==> config.mk <==
export PLATFORM = sky130hd
export DESIGN_NAME = sys_bus_xbar
export DESIGN_NICKNAME = d
export VERILOG_FILES = /design/src/rtl/sys_bus_xbar.sv
export SDC_FILE = /design/constraint.sdc
export NUM_CORES = 1
export LEC_CHECK = 0
export ABC_CLOCK_PERIOD_IN_PS = 2500
export CORE_ASPECT_RATIO = 0.5
export CORE_MARGIN = 8
export CORE_UTILIZATION = 39
export CTS_BUF_LIST = sky130_fd_sc_hd__clkbuf_4 sky130_fd_sc_hd__clkbuf_8 sky130_fd_sc_hd__clkbuf_16
export DETAILED_ROUTE_END_ITERATION = 8
export GPL_TIMING_DRIVEN = 0
export PLACE_DENSITY_LB_ADDON = 0.15
export SKIP_CTS_REPAIR_TIMING = 1
export SLEW_MARGIN = 10
export SYNTH_ARGS = -nofsm -noshare
export SYNTH_HDL_FRONTEND = slang
export SYNTH_SLANG_ARGS = --single-unit
==> constraint.sdc <==
create_clock -name clk -period 2.5 [get_ports clk]
set_input_delay 0.5 -clock clk [delete_from_list [all_inputs] [get_ports clk]]
set_output_delay 0.5 -clock clk [all_outputs]
set_load 0.02 [all_outputs]
==> src/rtl/sys_bus_xbar.sv <==
// sys_bus_xbar: single-master to NSLAVE-slave bus decoder and read-response mux.
// Each access is routed to one slave window, may be stretched by slave wait
// states, and ends with exactly one m_ready strobe. An unmapped address ends
// with an error response, and so does a slave that never answers.
module sys_bus_xbar #(
  parameter int NSLAVE = 4,
  parameter int AWIDTH = 32,
  parameter int DWIDTH = 32,
  parameter logic [NSLAVE*AWIDTH-1:0] BASE_LIST =
    {32'h4000_0000, 32'h3000_0000, 32'h2000_0000, 32'h1000_0000},
  parameter logic [NSLAVE*AWIDTH-1:0] MASK_LIST = {NSLAVE{32'hF000_0000}},
  parameter int TIMEOUT = 15,
  parameter logic [DWIDTH-1:0] ERR_DATA = 32'hDEAD_BEEF
) (
  input  logic                     clk,
  input  logic                     n_rst,
  input  logic                     m_req,
  input  logic                     m_we,
  input  logic [AWIDTH-1:0]        m_addr,
  input  logic [DWIDTH-1:0]        m_wdata,
  input  logic [DWIDTH/8-1:0]      m_be,
  output logic                     m_ready,
  output logic                     m_err,
  output logic [DWIDTH-1:0]        m_rdata,
  output logic [NSLAVE-1:0]        s_sel,
  output logic                     s_we,
  output logic [AWIDTH-1:0]        s_addr,
  output logic [DWIDTH-1:0]        s_wdata,
  output logic [DWIDTH/8-1:0]      s_be,
  input  logic [NSLAVE-1:0]        s_ready,
  input  logic [NSLAVE*DWIDTH-1:0] s_rdata
);

  localparam int BW = DWIDTH / 8;
  localparam int IW = (NSLAVE > 1) ? $clog2(NSLAVE) : 1;
  localparam int CW = (TIMEOUT > 1) ? $clog2(TIMEOUT + 1) : 1;

  typedef enum logic [1:0] {IDLE, ACCESS, RESP} state_e;

  state_e state_q, state_d;

  logic [CW-1:0]     cnt_q, cnt_d;
  logic [IW-1:0]     idx_q, idx_d;
  logic [NSLAVE-1:0] s_sel_q, s_sel_d;
  logic              s_we_q, s_we_d;
  logic [AWIDTH-1:0] s_addr_q, s_addr_d;
  logic [DWIDTH-1:0] s_wdata_q, s_wdata_d;
  logic [BW-1:0]     s_be_q, s_be_d;
  logic              m_ready_q, m_ready_d;
  logic              m_err_q, m_err_d;
  logic [DWIDTH-1:0] m_rdata_q, m_rdata_d;

  logic              hit;
  logic [IW-1:0]     hit_idx;
  logic              sel_ready;
  logic [DWIDTH-1:0] sel_rdata;
  logic              timeout_hit;

  // Address decode: scan from the top index down so the lowest matching window wins.
  always_comb begin
    hit     = 1'b0;
    hit_idx = '0;
    for (int i = NSLAVE - 1; i >= 0; i--) begin
      if ((m_addr & MASK_LIST[i*AWIDTH +: AWIDTH]) ==
          (BASE_LIST[i*AWIDTH +: AWIDTH] & MASK_LIST[i*AWIDTH +: AWIDTH])) begin
        hit     = 1'b1;
        hit_idx = IW'(i);
      end
    end
  end

  // Pick the ready and read data of the latched slave only; other slaves are ignored.
  always_comb begin
    sel_ready = 1'b0;
    sel_rdata = '0;
    for (int i = 0; i < NSLAVE; i++) begin
      if (idx_q == IW'(i)) begin
        sel_ready = s_ready[i];
        sel_rdata = s_rdata[i*DWIDTH +: DWIDTH];
      end
    end
  end

  assign timeout_hit = (cnt_q == CW'(TIMEOUT));

  // State register.
  always_ff @(posedge clk or negedge n_rst) begin
    if (!n_rst) begin
      state_q <= IDLE;
    end else begin
      state_q <= state_d;
    end
  end

  // Next-state logic: a hit goes to ACCESS, a miss straight to RESP; ACCESS ends on ready or timeout.
  always_comb begin
    state_d = state_q;
    case (state_q)
      IDLE: begin
        if (m_req) begin
          state_d = hit ? ACCESS : RESP;
        end
      end
      ACCESS: begin
        if (sel_ready || timeout_hit) begin
          state_d = RESP;
        end
      end
      RESP: begin
        state_d = IDLE;
      end
      default: begin
        state_d = IDLE;
      end
    endcase
  end

  // Output logic: compute next values of the registered slave-side and master-side outputs.
  always_comb begin
    cnt_d     = cnt_q;
    idx_d     = idx_q;
    s_sel_d   = s_sel_q;
    s_we_d    = s_we_q;
    s_addr_d  = s_addr_q;
    s_wdata_d = s_wdata_q;
    s_be_d    = s_be_q;
    m_ready_d = 1'b0;
    m_err_d   = m_err_q;
    m_rdata_d = m_rdata_q;
    case (state_q)
      IDLE: begin
        cnt_d   = '0;
        m_err_d = 1'b0;
        if (m_req) begin
          s_addr_d  = m_addr;
          s_wdata_d = m_wdata;
          s_be_d    = m_be;
          idx_d     = hit_idx;
          if (hit) begin
            for (int i = 0; i < NSLAVE; i++) begin
              s_sel_d[i] = (hit_idx == IW'(i));
            end
            s_we_d = m_we;
          end else begin
            s_sel_d   = '0;
            s_we_d    = 1'b0;
            m_ready_d = 1'b1;
            m_err_d   = 1'b1;
            m_rdata_d = ERR_DATA;
          end
        end
      end
      ACCESS: begin
        if (sel_ready) begin
          s_sel_d   = '0;
          s_we_d    = 1'b0;
          m_ready_d = 1'b1;
          m_err_d   = 1'b0;
          m_rdata_d = s_we_q ? '0 : sel_rdata;
        end else if (timeout_hit) begin
          s_sel_d   = '0;
          s_we_d    = 1'b0;
          m_ready_d = 1'b1;
          m_err_d   = 1'b1;
          m_rdata_d = ERR_DATA;
        end else begin
          cnt_d = cnt_q + CW'(1);
        end
      end
      RESP: begin
        cnt_d   = '0;
        m_err_d = 1'b0;
      end
      default: begin
        cnt_d = '0;
      end
    endcase
  end

  // Output and datapath registers; reset drops any in-flight select without responding.
  always_ff @(posedge clk or negedge n_rst) begin
    if (!n_rst) begin
      cnt_q     <= '0;
      idx_q     <= '0;
      s_sel_q   <= '0;
      s_we_q    <= 1'b0;
      s_addr_q  <= '0;
      s_wdata_q <= '0;
      s_be_q    <= '0;
      m_ready_q <= 1'b0;
      m_err_q   <= 1'b0;
      m_rdata_q <= '0;
    end else begin
      cnt_q     <= cnt_d;
      idx_q     <= idx_d;
      s_sel_q   <= s_sel_d;
      s_we_q    <= s_we_d;
      s_addr_q  <= s_addr_d;
      s_wdata_q <= s_wdata_d;
      s_be_q    <= s_be_d;
      m_ready_q <= m_ready_d;
      m_err_q   <= m_err_d;
      m_rdata_q <= m_rdata_d;
    end
  end

  assign m_ready = m_ready_q;
  assign m_err   = m_err_q;
  assign m_rdata = m_rdata_q;
  assign s_sel   = s_sel_q;
  assign s_we    = s_we_q;
  assign s_addr  = s_addr_q;
  assign s_wdata = s_wdata_q;
  assign s_be    = s_be_q;

endmodule

==> Word-level counts from Yosys, hierarchy flattened <==
Cells that the tools add are included.
{ "totals": {"reg_bits": 115, "latch_bits": 0, "ram_bits": 0, "romBits": 0, "input_bits": 204, "output_inout_bits": 107, "elab_cells": 90, "n_memories": 0} }
{ "classes": {"addsub": 1, "multipliers": 0, "div_mod_pow": 0, "magnitude_cmp": 0, "eq_ne": 19, "n_shift": 0, "n_mux": 47, "bitwise": 0, "reduce_logical": 12} }
{ "op_table": {"columns": ["op", "n"], "rows": [
  ["two-way mux 32 bit", 9],
  ["case mux 32 bit (2 select lines)", 1],
  ["two-way mux 4 bit", 7],
  ["two-way mux 1 bit", 18],
  ["two-way mux 2 bit", 7],
  ["equality test 2 bit, second input constant", 5],
  ["inequality test 2 bit, second input constant", 5],
  ["equality test 4 x 2 -> 1 bit, second input constant", 2],
  ["case mux 4 bit (2 select lines)", 1],
  ["AND reduction 2 bit", 4],
  ["equality test 2 x 1 -> 1 bit, second input constant", 3],
  ["zero test 2 bit", 3],
  ["adder 4 x 1 -> 4 bit, second input constant", 1],
  ["equality test 4 x 1 -> 1 bit, second input constant", 1],
  ["equality test 4 x 3 -> 1 bit, second input constant", 1],
  ["equality test 4 bit, second input constant", 1],
  ["case mux 1 bit (2 select lines)", 2],
  ["case mux 2 bit (2 select lines)", 1],
  ["AND reduction 4 bit", 1],
  ["inequality test 3 bit, second input constant", 1],
  ["case mux 1 bit (3 select lines)", 1],
  ["AND reduction 3 bit", 1],
  ["nonzero test 3 bit", 1],
  ["nonzero test 2 bit", 1],
  ["logical OR 1 bit", 1]
]} }

==> Depth between registers and ports, before layout <==
{ "logic_depth": {"word_depth": 9, "mapped_depth": 7, "depth_no_buf": 6} }

==> Worst setup path before layout <==
Ideal clock, no wire load.
{ "synth_path": {"path_kind": "in2reg", "startpoint": "input port m_addr[30]", "endpoint": "register m_rdata_q[10], in the netlist m_rdata[10]", "arrival_ns": 1.986, "required_ns": 2.375, "path_slack_ns": 0.388, "path_stages": 6, "cell_sequence": "clkbuf_1 -> nor3_1 -> nor3_1 -> a211o_4 -> buf_12 -> mux2_4"} }
{ "synth_via": {"elab_chain_len": 7, "elab_cells_between_ends": 10} }
{ "synth_lines": {"columns": ["item", "line", "text"], "rows": [
  ["start, declared", "19", "input logic [AWIDTH-1:0] m_addr,"],
  ["equality test 4 x 3 -> 1 bit", "64", "if ((m_addr & MASK_LIST[i*AWIDTH +: AWIDTH]) =="],
  ["two-way mux 1 bit (3 in a row)", "64", null],
  ["two-way mux 1 bit (*)", "64", null],
  ["inequality test 2 bit (no line) (*)", null, null],
  ["AND reduction 4 bit (no line) (*)", null, null],
  ["end signal, assigned", "203", "m_rdata_q <= m_rdata_d;"],
  ["end, declared", "51", "logic [DWIDTH-1:0] m_rdata_q, m_rdata_d;"]
]} }
Every way passes the cells marked *; elsewhere a longest branch is shown, timed or not.
A chain may end at the register's enable or synchronous reset.

==> Worst setup path in the final report <==
{ "layout_path": {"startpoint": "input port m_addr[28]", "endpoint": "register m_rdata_q[3], in the netlist m_rdata[3]"} }
Same word-level chain as after synthesis.

==> flow_metrics.tcl <==
set metrics [dict create \
    cts_tree "built" \
    via_per_inst 4.85 \
    r2r.worst_path.cells 6 \
    wl_per_cell_um 19.2 \
    maxSlewViolCount 0 \
    drive_above_1_share_pct 24.3 \
    grt_overflow_total 0 \
    use_met2_pct 33.7 \
    synthToLayoutAreaGrowth_pct 68.8 \
    first_pass_iters 4 \
    ys_seq_area_share_pct 50.3 \
    postLayoutCoreUtil_pct 67.1 \
    rsz0062_at_grt "false" \
    hold_viol 1 \
    syn_area_sq_um 5720 \
    clock_sinks 115 \
    syn_nets 605 \
    num_rows 31 \
    cp-end-kind "flip-flop" \
    io_pins 311 \
    hold_class "in -> async" \
    layout_commonest_cell "clkdlybuf4s50_1" \
    powerDensity_nw_per_um2 1020 \
    grt_pass1_wl_mm 28.3 \
    start_util_pct 39.8 \
    grt_pass1_vias 5089 \
    clk_latency_ns 0.40 \
    use_met3_pct 8.32 \
    worst_pin_slew_ns 0.732 \
    drc 0 \
    finalCriticalPeriod_ns 2.35 \
    ys_seq_elements 115 \
    crit_arrival_ns 2.63 \
    rr_startpoint "state_q[0]" \
    port_buffers 308 \
    leakagePower_nw 3.90 \
    synth_area_per_cell_sq_um 14.4 \
    rr_endpoint "s_addr[30]" \
    final_cell_mix "307 x clkdlybuf4s50_1, 115 x dfrtp_1, 69 x mux2_2" \
    busiest_layer "met2" \
    synth_area_leaders "dfrtp_1 50%, mux2_2 14%, mux4_2 13%" \
    root_buffer "clkbuf_16" \
    grt.met1_usage_pct 20.9 \
    clk_pin_slew_worst_paths_ns 0.05 \
    synth.largest_area_cell "dfrtp_1" \
    fin_skew_ns 0.00778 \
    synth_edf_count 0 \
    dp_hpwl_mm 14.6 \
    max_freq_ghz 0.426 \
    synthCells 397 \
    dr_total_vias 4546 \
    cts_buffer_depth 2 \
    grt_max_degree 80 \
    holdWs_ns -0.000183 \
    place_congestion 0.755 \
    grt_use_total_pct 19.2 \
    num-nets-final 933 \
    r2r_slack_ns 0.21 \
    synth_top_area_share_pct 50.3 \
    startpoint_type "input pin" \
    ys.flop_type "dfrtp_1" \
    h-tree-depth 4 \
    antenna_found_initial 2 \
    critPathRequiredTime_ns 2.78 \
    dieArea_sq_um 19000 \
    core_sq_um 14400 \
    violations "negative hold slack" \
    routed_wl_mm 18.0 \
    ys_types 39 \
    yosysWarnings 0 \
    max-slew-margin-rel_pct 50.8 \
    synthArstFlopShare_pct 100 \
    maxCapViolCount 0 \
    critical_path_class "in -> reg" \
    drtAntennaViolNets 0 \
    die_w_um 187 \
    peakVddDrop_mv 0.570 \
    status "complete, but fails checks" \
    setup_violations 0 \
    first_iter_violations 138 \
    die_h_um 102 \
    fin_crit_sh_pct 94.0 \
    cp_max_fo 10 \
    cts_buffers 17 \
]
==> sequential cells by signal, indices dropped and copies added (netlist names), 2 cells and up <==
| register | count |
|---|---|
| cnt_q | 4 |
| idx_q | 2 |
| m_rdata | 32 |
| s_addr | 32 |
| s_be | 4 |
| s_sel | 4 |
| s_wdata | 32 |
| state_q | 2 |
==> cells by family after synthesis <==
family                   synth area share, %
XOR/XNOR                               0.306
flip-flops                              50.3
adder cells (fa/ha/maj)                0.875
buffers and inverters                   4.81
multiplexers                            34.6
AO/OA/AOI/OAI                           5.36
AND/OR/NAND/NOR                         3.72
==> metal layers <==
layer	vias up	part of all wire, %
met5	-	0.15
met4	4	1.5
met3	20	9.6
met2	167	51
met1	2240	37
li1	2115	-
==> Yosys cell counts (3+ instances only) <==
master    count
nor3_1        3
ha_1          4
mux2_2       69
dfrtp_1     115
o21ai_0      28
nor2_1        9
mux4_2       33
a32o_1        4
buf_12        3
nand2_1       9
nor3b_1       8
inv_1        31
buf_1         3
mux2_4       30
clkbuf_1     15
buf_2         3
==> how the worst max path moves through the flow <==
| stage | from | end | slack [ns] | cells after the start |
|---|---|---|---|---|
| after floorplan | m_addr[30] | m_rdata[10] | 0.39 | 6 |
| after global placement | n_rst | s_wdata[17] | -3.62 | 1 |
| final | m_addr[28] | m_rdata[3] | 0.15 | 6 |
| after detailed placement | m_req | s_addr[10] | -0.25 | 5 |
| after global routing | state_q[0] | s_addr[31] | 0.02 | 6 |
| after CTS | state_q[0] | s_addr[10] | 0.03 | 6 |
==> area by class of cell <==
| type | count | area [sq um] |
|---|---|---|
| tap | 198 | 248 |
| clock buffer | 18 | 439 |
| timing repair buffer | 309 | 3110 |
| buffer | 26 | 163 |
| antenna | 1 | 2.50 |
| multi-input combinational | 225 | 2570 |
| inverter | 31 | 116 |
| fill | 1076 | 4730 |
| sequential | 115 | 2880 |
| clock inverter | 14 | 133 |
==> worst max-delay path, stage by stage <==
cell and delay (ns):
clkdlybuf4s50_1 0.52, o21a_1 0.23, nor3_1 0.56, a211o_4 0.34, buf_12 0.17, mux2_4 0.30
==> metrics by stage <==
step / worst slack, ns / cells / power [mW] / area (sq um) / TNS, ns
2_1_floorplan: 0.388 / 397 / 5.52 / 5720 / 0
3_3_place_gp: -3.62 / 903 / 7.59 / 9050 / -428.66
3_5_place_dp: -0.250 / 904 / 7.68 / 9080 / -13.64
4_1_cts: 0.0274 / 936 / 10.0 / 9650 / 0
5_1_grt: 0.0233 / 936 / 10.4 / 9660 / 0
6_report: 0.151 / 937 / 9.86 / 9660 / 0
==> power by group <==
group | leakage [nW] | internal [mW] | total (mW) | switching (mW)
registers | 1.32 | 2.53 | 2.85 | 0.323
clock network | 0.261 | 1.40 | 2.28 | 0.884
logic | 2.32 | 2.57 | 4.72 | 2.15
No activity file was read; power rests on OpenSTA's default activity.
